`src/rtl/store_data_narrower_pkg.sv`:
```
// Shared types for the store data narrower: access-size encoding,
// controller states, lane-image geometry and a size-to-byte-mask helper.
package store_data_narrower_pkg;

  // Access size as carried on request_size.
  typedef enum logic [1:0] {
    SIZE_BYTE   = 2'b00,
    SIZE_HALF   = 2'b01,
    SIZE_WORD   = 2'b10,
    SIZE_DOUBLE = 2'b11
  } store_size_e;

  // Controller states: waiting for a request, or emitting its beats.
  typedef enum logic {
    ST_IDLE = 1'b0,
    ST_SEND = 1'b1
  } narrower_state_e;

  // A doubleword at byte offset 3 touches three consecutive bus words.
  localparam int unsigned IMAGE_WORDS = 3;
  localparam int unsigned ADDR_WIDTH  = 32;

  // Mask of the low bytes of the store operand that the access writes.
  function automatic logic [7:0] size_byte_mask(input store_size_e size);
    case (size)
      SIZE_BYTE:   return 8'h01;
      SIZE_HALF:   return 8'h03;
      SIZE_WORD:   return 8'h0F;
      default:     return 8'hFF;
    endcase
  endfunction

endpackage

```
`src/rtl/store_data_narrower_if.sv`:
```
// Request channel and memory write channel of the store data narrower.
// The slave modport is the narrower itself; master is its environment.
interface store_data_narrower_if #(
  parameter int REGISTER_WIDTH = 64,
  parameter int BUS_WIDTH      = 32
);
  import store_data_narrower_pkg::*;

  logic                      request_valid;
  logic                      request_ready;
  logic [ADDR_WIDTH-1:0]     request_address;
  logic [1:0]                request_size;
  logic [REGISTER_WIDTH-1:0] request_data;

  logic                      memory_valid;
  logic                      memory_ready;
  logic [ADDR_WIDTH-1:0]     memory_address;
  logic [BUS_WIDTH-1:0]      memory_data;
  logic [BUS_WIDTH/8-1:0]    memory_strobe;
  logic                      memory_last;

  modport slave (
    input  request_valid, request_address, request_size, request_data, memory_ready,
    output request_ready, memory_valid, memory_address, memory_data, memory_strobe,
           memory_last
  );

  modport master (
    output request_valid, request_address, request_size, request_data, memory_ready,
    input  request_ready, memory_valid, memory_address, memory_data, memory_strobe,
           memory_last
  );

endinterface

```
`src/rtl/store_data_narrower_lane_aligner.sv`:
```
// Combinational lane aligner: keeps the low N bytes of the store operand
// and shifts them, with their byte strobes, to the address byte offset
// inside a three-word lane image.
module store_lane_aligner
  import store_data_narrower_pkg::*;
#(
  parameter int REGISTER_WIDTH = 64,
  parameter int BUS_WIDTH      = 32
) (
  input  logic [1:0]                           offset,
  input  store_size_e                          size,
  input  logic [REGISTER_WIDTH-1:0]            data,
  output logic [IMAGE_WORDS*BUS_WIDTH-1:0]     lanes,
  output logic [IMAGE_WORDS*BUS_WIDTH/8-1:0]   strobes
);

  localparam int IMAGE_BITS  = IMAGE_WORDS * BUS_WIDTH;
  localparam int IMAGE_BYTES = IMAGE_BITS / 8;
  localparam int REG_BYTES   = REGISTER_WIDTH / 8;

  logic [7:0]                w_byte_mask;
  logic [REGISTER_WIDTH-1:0] w_kept;
  logic [IMAGE_BITS-1:0]     w_kept_wide;
  logic [IMAGE_BYTES-1:0]    w_mask_wide;

  // Drop operand bytes above the access size so they never reach a lane.
  always_comb begin
    // NOTE: every variable assigned here gets a value on every path first,
    // otherwise synthesis infers a latch to hold the old value.
    w_byte_mask = size_byte_mask(size);
    w_kept      = '0;
    for (int b = 0; b < REG_BYTES; b++) begin
      if (w_byte_mask[b]) w_kept[8*b +: 8] = data[8*b +: 8];
    end
  end

  assign w_kept_wide = {{(IMAGE_BITS - REGISTER_WIDTH){1'b0}}, w_kept};
  assign w_mask_wide = {{(IMAGE_BYTES - 8){1'b0}}, w_byte_mask};

  assign lanes   = w_kept_wide << {offset, 3'b000};
  assign strobes = w_mask_wide << offset;

endmodule

```
`src/rtl/store_data_narrower.sv`:
```
// Store data narrower: accepts one register-width store, then emits it as
// 1..3 word-aligned write beats with byte strobes, lowest address first.
module store_data_narrower
  import store_data_narrower_pkg::*;
#(
  parameter int REGISTER_WIDTH = 64,
  parameter int BUS_WIDTH      = 32
) (
  input logic                 clock,
  input logic                 reset_n,
  store_data_narrower_if.slave bus
);

  localparam int BUS_BYTES = BUS_WIDTH / 8;

  narrower_state_e r_state;
  narrower_state_e w_state_next;
  logic            r_started;

  logic [ADDR_WIDTH-3:0]                       r_word_addr;
  logic [IMAGE_WORDS-1:0][BUS_WIDTH-1:0]       r_lanes;
  logic [IMAGE_WORDS-1:0][BUS_BYTES-1:0]       r_strobes;
  logic [1:0]                                  r_beat;
  logic [1:0]                                  r_last_beat;

  logic [IMAGE_WORDS*BUS_WIDTH-1:0]            w_lanes;
  logic [IMAGE_WORDS*BUS_BYTES-1:0]            w_strobes;
  logic [1:0]                                  w_last_beat;
  logic                                        w_accept;
  logic                                        w_beat_done;
  logic                                        w_is_last;

  logic                      w_request_ready;
  logic                      w_memory_valid;
  logic [ADDR_WIDTH-1:0]     w_memory_address;
  logic [BUS_WIDTH-1:0]      w_memory_data;
  logic [BUS_BYTES-1:0]      w_memory_strobe;
  logic                      w_memory_last;

  store_lane_aligner #(
    .REGISTER_WIDTH (REGISTER_WIDTH),
    .BUS_WIDTH      (BUS_WIDTH)
  ) u_aligner (
    .offset  (bus.request_address[1:0]),
    .size    (store_size_e'(bus.request_size)),
    .data    (bus.request_data),
    .lanes   (w_lanes),
    .strobes (w_strobes)
  );

  // Final beat index = highest image word with any strobe set; the touched
  // words are contiguous and always start at word 0.
  always_comb begin
    w_last_beat = 2'd0;
    if (|w_strobes[2*BUS_BYTES +: BUS_BYTES])      w_last_beat = 2'd2;
    else if (|w_strobes[BUS_BYTES +: BUS_BYTES])   w_last_beat = 2'd1;
  end

  assign w_accept    = bus.request_valid && w_request_ready;
  assign w_beat_done = w_memory_valid && bus.memory_ready;
  assign w_is_last   = (r_beat == r_last_beat);

  // State register; r_started keeps request_ready low until the first
  // clock edge after reset release.
  always_ff @(posedge clock or negedge reset_n) begin
    // NOTE: sequential state uses non-blocking assignments so every flop
    // samples pre-edge values regardless of statement order.
    if (!reset_n) begin
      r_state   <= ST_IDLE;
      r_started <= 1'b0;
    end else begin
      r_state   <= w_state_next;
      r_started <= 1'b1;
    end
  end

  // Next-state logic: leave IDLE on acceptance, return when the last beat
  // is taken by memory.
  always_comb begin
    w_state_next = r_state;
    case (r_state)
      ST_IDLE: if (w_accept)                 w_state_next = ST_SEND;
      ST_SEND: if (w_beat_done && w_is_last) w_state_next = ST_IDLE;
      default:                               w_state_next = ST_IDLE;
    endcase
  end

  // Request capture and beat counter; nothing changes while in SEND except
  // the beat index, so late request_valid pulses cannot disturb a store.
  always_ff @(posedge clock or negedge reset_n) begin
    // NOTE: the captured image is reset as well, so a store cut short by
    // reset leaves no stale beat behind to be reissued.
    if (!reset_n) begin
      r_word_addr <= '0;
      r_lanes     <= '0;
      r_strobes   <= '0;
      r_beat      <= 2'd0;
      r_last_beat <= 2'd0;
    end else if (w_accept) begin
      r_word_addr <= bus.request_address[ADDR_WIDTH-1:2];
      r_lanes     <= w_lanes;
      r_strobes   <= w_strobes;
      r_beat      <= 2'd0;
      r_last_beat <= w_last_beat;
    end else if (w_beat_done) begin
      r_beat <= w_is_last ? 2'd0 : r_beat + 2'd1;
    end
  end

  // Outputs decoded from the state: beats only in SEND, everything zero
  // otherwise; address arithmetic wraps naturally at 2^32.
  always_comb begin
    w_request_ready  = 1'b0;
    w_memory_valid   = 1'b0;
    w_memory_address = '0;
    w_memory_data    = '0;
    w_memory_strobe  = '0;
    w_memory_last    = 1'b0;
    case (r_state)
      ST_IDLE: w_request_ready = r_started;
      ST_SEND: begin
        w_memory_valid   = 1'b1;
        w_memory_address = {r_word_addr, 2'b00} + {28'd0, r_beat, 2'b00};
        w_memory_data    = r_lanes[r_beat];
        w_memory_strobe  = r_strobes[r_beat];
        w_memory_last    = w_is_last;
      end
      default: ;
    endcase
  end

  assign bus.request_ready  = w_request_ready;
  assign bus.memory_valid   = w_memory_valid;
  assign bus.memory_address = w_memory_address;
  assign bus.memory_data    = w_memory_data;
  assign bus.memory_strobe  = w_memory_strobe;
  assign bus.memory_last    = w_memory_last;

endmodule

```
`src/flat_wrapper.sv`:
```
// flat-port wrapper written by rule: the top's interface ports become plain ports
module store_data_narrower_flat import store_data_narrower_pkg::*;
#(
  parameter int REGISTER_WIDTH = 64,
  parameter int BUS_WIDTH      = 32
)
  (clock, reset_n, bus_request_valid, bus_request_address, bus_request_size, bus_request_data, bus_memory_ready, bus_request_ready, bus_memory_valid, bus_memory_address, bus_memory_data, bus_memory_strobe, bus_memory_last);
  store_data_narrower_if #(.REGISTER_WIDTH(REGISTER_WIDTH), .BUS_WIDTH(BUS_WIDTH)) bus_i ();
  input logic clock;
  input logic reset_n;
  input wire logic [$bits(bus_i.request_valid)-1:0] bus_request_valid;
  input wire logic [$bits(bus_i.request_address)-1:0] bus_request_address;
  input wire logic [$bits(bus_i.request_size)-1:0] bus_request_size;
  input wire logic [$bits(bus_i.request_data)-1:0] bus_request_data;
  input wire logic [$bits(bus_i.memory_ready)-1:0] bus_memory_ready;
  output wire logic [$bits(bus_i.request_ready)-1:0] bus_request_ready;
  output wire logic [$bits(bus_i.memory_valid)-1:0] bus_memory_valid;
  output wire logic [$bits(bus_i.memory_address)-1:0] bus_memory_address;
  output wire logic [$bits(bus_i.memory_data)-1:0] bus_memory_data;
  output wire logic [$bits(bus_i.memory_strobe)-1:0] bus_memory_strobe;
  output wire logic [$bits(bus_i.memory_last)-1:0] bus_memory_last;
  assign bus_i.request_valid = bus_request_valid;
  assign bus_i.request_address = bus_request_address;
  assign bus_i.request_size = bus_request_size;
  assign bus_i.request_data = bus_request_data;
  assign bus_i.memory_ready = bus_memory_ready;
  assign bus_request_ready = bus_i.request_ready;
  assign bus_memory_valid = bus_i.memory_valid;
  assign bus_memory_address = bus_i.memory_address;
  assign bus_memory_data = bus_i.memory_data;
  assign bus_memory_strobe = bus_i.memory_strobe;
  assign bus_memory_last = bus_i.memory_last;
  store_data_narrower #(.REGISTER_WIDTH(REGISTER_WIDTH), .BUS_WIDTH(BUS_WIDTH)) u_core (.clock(clock), .reset_n(reset_n), .bus(bus_i));
endmodule
```
`config.mk`:
```
export PLATFORM = sky130hd
export DESIGN_NAME = store_data_narrower_flat
export DESIGN_NICKNAME = d
export VERILOG_FILES = /design/src/rtl/store_data_narrower_pkg.sv /design/src/rtl/store_data_narrower_if.sv /design/src/rtl/store_data_narrower_lane_aligner.sv /design/src/rtl/store_data_narrower.sv /design/src/flat_wrapper.sv
export SDC_FILE = /design/constraint.sdc
export NUM_CORES = 1
export LEC_CHECK = 0
export BUFFER_PORTS_ARGS = -buffer_cell sky130_fd_sc_hd__buf_2
export CORE_ASPECT_RATIO = 0.6
export CORE_MARGIN = 2
export CORE_UTILIZATION = 45
export CTS_BUF_LIST = sky130_fd_sc_hd__clkbuf_16
export CTS_CLUSTER_DIAMETER = 30
export DETAILED_ROUTE_END_ITERATION = 12
export PLACE_DENSITY = 0.74
export SETUP_SLACK_MARGIN = 0.3
export SYNTH_ARGS = -nofsm -noshare
export SYNTH_HDL_FRONTEND = slang
export SYNTH_SLANG_ARGS = --single-unit
```
`constraint.sdc`:
```
create_clock -name clock -period 4.1 [get_ports clock]
set_clock_uncertainty 0.05 [all_clocks]
set_input_delay 0.82 -clock clock [delete_from_list [all_inputs] [get_ports clock]]
set_output_delay 0.82 -clock clock [all_outputs]
set_load 0.05 [all_outputs]
```
# Word-level counts from Yosys, hierarchy flattened
# Index checks and enable logic that the tools add are counted.
[word_totals]
ff_bits = 144
input_bits = 102
wordCells = 54
[classes]
n_addsub = 2
order_cmp = 1
eq_ne = 3
shifts = 2
mux = 27
n_bitwise = 1
n_reduce_logical = 7
[op_table]
columns = ["op", "n"]
rows = [
  ["$mux 32", 3],
  ["$shl 64x5->96", 1],
  ["$bmux 32 s2", 1],
  ["$mux 8", 8],
  ["$add 32x4->32", 1],
  ["$pmux 8 s3", 1],
  ["$shl 8x2->12", 1],
  ["$bmux 4 s2", 1],
  ["$mux 2", 4],
  ["$mux 4", 2],
  ["$reduce_or 4->1", 2],
  ["$mux 1", 6],
  ["$logic_and 1x1->1", 3],
  ["$lt 2x3->1 const B", 1],
  ["$add 2x1->2 const B", 1],
  ["$eq 2x1->1 const B", 1],
  ["$eq 2x2->1", 1],
  ["$eq 2x2->1 const B", 1],
  ["$logic_not 2->1", 1],
  ["$pmux 1 s2", 1],
  ["$reduce_bool 2->1", 1],
  ["$not 1->1", 1],
]

# Depth between registers and ports, before layout
[logic_depth]
word_depth = 6
mapped_depth = 7
mapped_depth_nobuf = 6

# By module
# Synthesis repeated with hierarchy kept, for this count alone.
[unflattened]
hier_cells = 897
hier_area_um2 = 8904.8
[by_module_without_submodules]
columns = ["module", "n_inst", "cells_per_inst", "area_per_inst_um2"]
rows = [
  ["store_data_narrower", 1, 621, 7090.6],
  ["store_lane_aligner", 1, 276, 1814.2],
]

# Least setup slack after synthesis
# No wires, ideal clock.
[synth_path]
kind = "reg2out"
from = "register u_core.r_beat[0]"
to = "output bus_memory_address[22]"
t_arrival_ps = 2651
required_ps = 3230
setup_slack_ps = 579
path_stages_with_launch = 8
path_buffers = 1
path_cell_list = "dfrtp_1 -> ha_1 -> fa_1 -> nand2_1 -> or3_1 -> clkbuf_1 -> or4_1 -> a21oi_1"
[synth_between]
elab_chain_len = 2
[synth_rtl]
columns = ["item", "line", "source"]
rows = [
  ["start, declared", "store_data_narrower.sv:23", "logic [1:0] r_beat;"],
  ["start signal, assigned", "store_data_narrower.sv:106", "r_beat <= w_is_last ? 2'd0 : r_beat + 2'd1;"],
  ["$add 32x4->32", "store_data_narrower.sv:123", "w_memory_address = {r_word_addr, 2'b00} + {28'd0, r_beat, 2'b00};"],
  ["$mux 32", "store_data_narrower.sv:119", "case (r_state)"],
  ["end, declared", "flat_wrapper.sv:18", "output wire logic [$bits(bus_i.memory_address)-1:0] bus_memory_address;"],
]
# No other way between the ends.

# Worst setup path in the final report
[layout_path]
from = "register u_core.r_beat[1]"
to = "output bus_memory_address[21]"
# The elaborated chain is that of the path after synthesis.

==> results.cfg <==
[power]
power_frac_comb = 0.454
vdd_ir_drop_max_v = 0.000300
p_sw_frac = 0.480
p_leak_nw = 4.49
power.internal_mw = 3.43
power_density_nw_per_um2 = 689
clockPowerShare = 0.217
p_switching_mw = 3.16
power_frac_seq = 0.330

[global_route]
overflow = 0
grt_first_pass_wirelength_mm = 39.2
grt_pass1_vias = 7205
antenna_found_initial = 3
gr-usage-all-layers = 0.269
grt_max_degree = 146

[cells_and_area]
num-nets-final = 1211
area_growth_pct = 19.3
multiInputGateArea_sq_um = 4270
final_util = 0.553
drive_above_1_share = 0.215
fill_cells = 1612
seq_area_sq_um = 3380

[critical_path]
endpoint_kind = output pin
arrival_ns = 2.76
critical_path_buf_inv_count = 1
path_max_fanout = 12
cpPeakStageDelay_ns = 0.54
critPathLaunchType = register
crit_chain = ha_1, a21o_1, nand4_1, or4_1, a21oi_1, buf_2
slowest_stage = or4_1
cp.required_ns = 3.23
cpLargestDelayFamily = simple AND/OR/NAND/NOR gates
path_class = register to output pin

[route]
drt-total-wl_mm = 25.2
drtIter0Drc = 967
vias_per_cell = 5.82
wire_per_inst_um = 18.6
drc = 0
route.vias.total = 7883
ant_nets = 0
drt-pass1-iter-count = 9

[timing]
tns_ns = 0
hold_viol_final = 0
fmax_mhz = 276
finalCritPeriodShare = 0.885
slew_headroom = 0.386
drv_slew = 0
worst_hold_slack_ns = 0.398
period_minus_slack_ns = 3.63
layout_setup_ws_ns = 0.473
rsz0062_at_grt = false
finalSetupViolations = 0
tightest_slew_ns = 0.919

[clock_tree]
clock-root-buffer = clkbuf_16
cts_buffers = 17
cts_htree_levels = 4
clk_pin_slew_ns = 0.07
clock_sinks = 135
clock_latency_ns = 0.42
cts_buffer_depth = 2
holdBufCountCts = 0
cts_tree = done

[synthesis]
synthArstFlopShare = 1.00
synth_area_sq_um = 8030
synth-main-ff-cell = dfrtp_1
ys_ff_latch = 135
ys_types = 48
syn-mean-instance-area_sq_um = 8.16
yosysSeqAreaShare = 0.421
synth-edff-count = 0
yosysWarnings = 0
synth_cells = 984

[floorplanning]
rows = 37
die_area_sq_um = 19000
fp.dieW_um = 176
core_area_sq_um = 17300
dieHeight_um = 107
initial_utilization = 0.464
io_pins = 173

[placed_design]
hpwl_mm = 17.5
port_buffers = 170
gp_congestion = 0.888
post-place-ws_ns = 0.817

[min_path]
hold_path_class = primary input to asynchronous set/reset pin

[run_status]
status = complete, no violations

[run]
maxCapViolCount = 0
==> synthesized netlist by cell type (3+ instances only) <==
| master | instances | area (sq um) |
|---|---|---|
| nand3_1 | 20 | 100 |
| nor3_1 | 20 | 100 |
| xnor2_1 | 8 | 70.1 |
| nor2_1 | 111 | 417 |
| a32oi_1 | 8 | 70.1 |
| buf_2 | 5 | 25.0 |
| mux2i_1 | 66 | 661 |
| a31oi_1 | 9 | 56.3 |
| xor2_1 | 5 | 43.8 |
| a22o_1 | 16 | 140 |
| o211ai_1 | 8 | 60.1 |
| clkbuf_1 | 69 | 259 |
| nand2_1 | 188 | 706 |
| or3_1 | 4 | 25.0 |
| or2_2 | 3 | 18.8 |
| o21ai_0 | 81 | 405 |
| buf_4 | 3 | 22.5 |
| mux2_2 | 11 | 124 |
| and4_1 | 3 | 26.3 |
| inv_1 | 15 | 56.3 |
| a222oi_1 | 8 | 80.1 |
| a21oi_1 | 75 | 375 |
| or4_1 | 14 | 105 |
| a221oi_1 | 3 | 26.3 |
| nor2b_1 | 13 | 81.3 |
| o31ai_1 | 14 | 105 |
| nand4_1 | 8 | 50.1 |
| and2_1 | 3 | 18.8 |
| and3_1 | 3 | 18.8 |
| o221ai_1 | 8 | 70.1 |
| o21a_1 | 16 | 120 |
| buf_1 | 10 | 37.5 |
| dfrtp_1 | 135 | 3380 |
| nor4_1 | 3 | 18.8 |
==> worst paths after layout <==
| path | start | to | slack [ns] | cells after the start |
|---|---|---|---|---|
| min in group clock | u_core.r_lanes[2] | u_core.r_lanes[2] | 0.42 | 2 |
| hold / removal | reset_n | u_core.r_lanes[29] | 0.40 | 1 |
| setup reg to reg | u_core.r_state | u_core.r_lanes[39] | 1.83 | 5 |
| setup / recovery | u_core.r_beat[1] | bus_memory_address[21] | 0.47 | 6 |
| hold reg to reg | u_core.r_lanes[2] | u_core.r_lanes[2] | 0.42 | 2 |
| max in group asynchronous | reset_n | u_core.r_lanes[3] | 2.82 | 2 |
==> through the flow <==
stage | std cells | area, sq um | power [mW]
finish | 1354 | 9570 | 6.59
global placement | 1321 | 9010 | 5.08
floorplan | 985 | 8030 | 4.30
global route | 1353 | 9570 | 6.97
CTS | 1353 | 9560 | 6.57
detailed placement | 1321 | 9010 | 5.14
==> power groups by stage <==
stage	clock network, mW	logic (mW)	registers, mW
detailed placement	0	2.96	2.18
floorplan	0	2.20	2.10
CTS	1.45	2.97	2.16
global placement	0	2.93	2.15
global route	1.51	3.23	2.23
finish	1.43	2.99	2.17
==> cells in the final DEF (no fill, tap or decap), types with 3 or more instances in the layout <==
| cell type | instances |
|---|---|
| inv_1 | 14 |
| nor3_1 | 20 |
| inv_6 | 4 |
| nand2_1 | 188 |
| o21a_1 | 16 |
| xor2_1 | 5 |
| mux2i_1 | 66 |
| o21ai_0 | 81 |
| xnor2_1 | 8 |
| and3_1 | 3 |
| nand4_1 | 8 |
| a32oi_1 | 8 |
| dfrtp_1 | 134 |
| o31ai_1 | 14 |
| mux2_2 | 11 |
| nor4_1 | 3 |
| nor2_1 | 111 |
| o211ai_1 | 8 |
| a21oi_1 | 75 |
| a221oi_1 | 3 |
| buf_4 | 18 |
| conb_1 | 3 |
| o221ai_1 | 8 |
| buf_2 | 167 |
| and2_1 | 3 |
| nand3_1 | 20 |
| clkbuf_16 | 17 |
| and4_1 | 3 |
| clkinv_4 | 5 |
| nor2b_1 | 12 |
| or4_1 | 13 |
| a31oi_1 | 9 |
| a22o_1 | 16 |
| clkinvlp_4 | 3 |
| or3_1 | 3 |
| a222oi_1 | 8 |
==> layer usage <==
layer  vias to the layer above  track usage  share of wire
met1                      3772        0.408           0.47
met5                         -            0        0.00052
met4                         2       0.0602          0.010
met2                       386        0.367           0.41
li1                       3693            -              -
met3                        30       0.0872           0.11
==> cell families (layout without fill, tap and decap cells) <==
family | Yosys count | in the layout | synth area share
XOR/XNOR | 13 | 13 | 0.0142
multiplexers | 77 | 77 | 0.0978
AO/OA/AOI/OAI | 251 | 251 | 0.193
other | 2 | 4 | 0.000936
adder cells (fa/ha/maj) | 3 | 3 | 0.00561
buffers and inverters | 102 | 236 | 0.0499
flip-flops | 135 | 135 | 0.421
AND/OR/NAND/NOR | 401 | 401 | 0.218
==> repair_timing <==
item | in CTS | in global routing
gates resized for setup | 0 | 4
endpoints found under the setup margin | 0 | 7
setup buffers | 0 | 0
==> registers in the layout (all words and copies together), names as in the netlist <==
register,count
u_core.r_last_beat,2
u_core.r_state,1
u_core.r_strobes,11
u_core.r_lanes,88
u_core.r_started,1
u_core.r_beat,2
u_core.r_word_addr,30
==> final cells by class <==
cell class              instances  area share
repair buffers                189       0.108
clock inverters                15      0.0127
flip-flops and latches        135       0.353
well taps                     234      0.0306
clock buffers                  17      0.0444
multi-input cells             748       0.446
inverters                      15     0.00588
diodes                          1    0.000261
No activity file was read; power rests on OpenSTA's default activity.
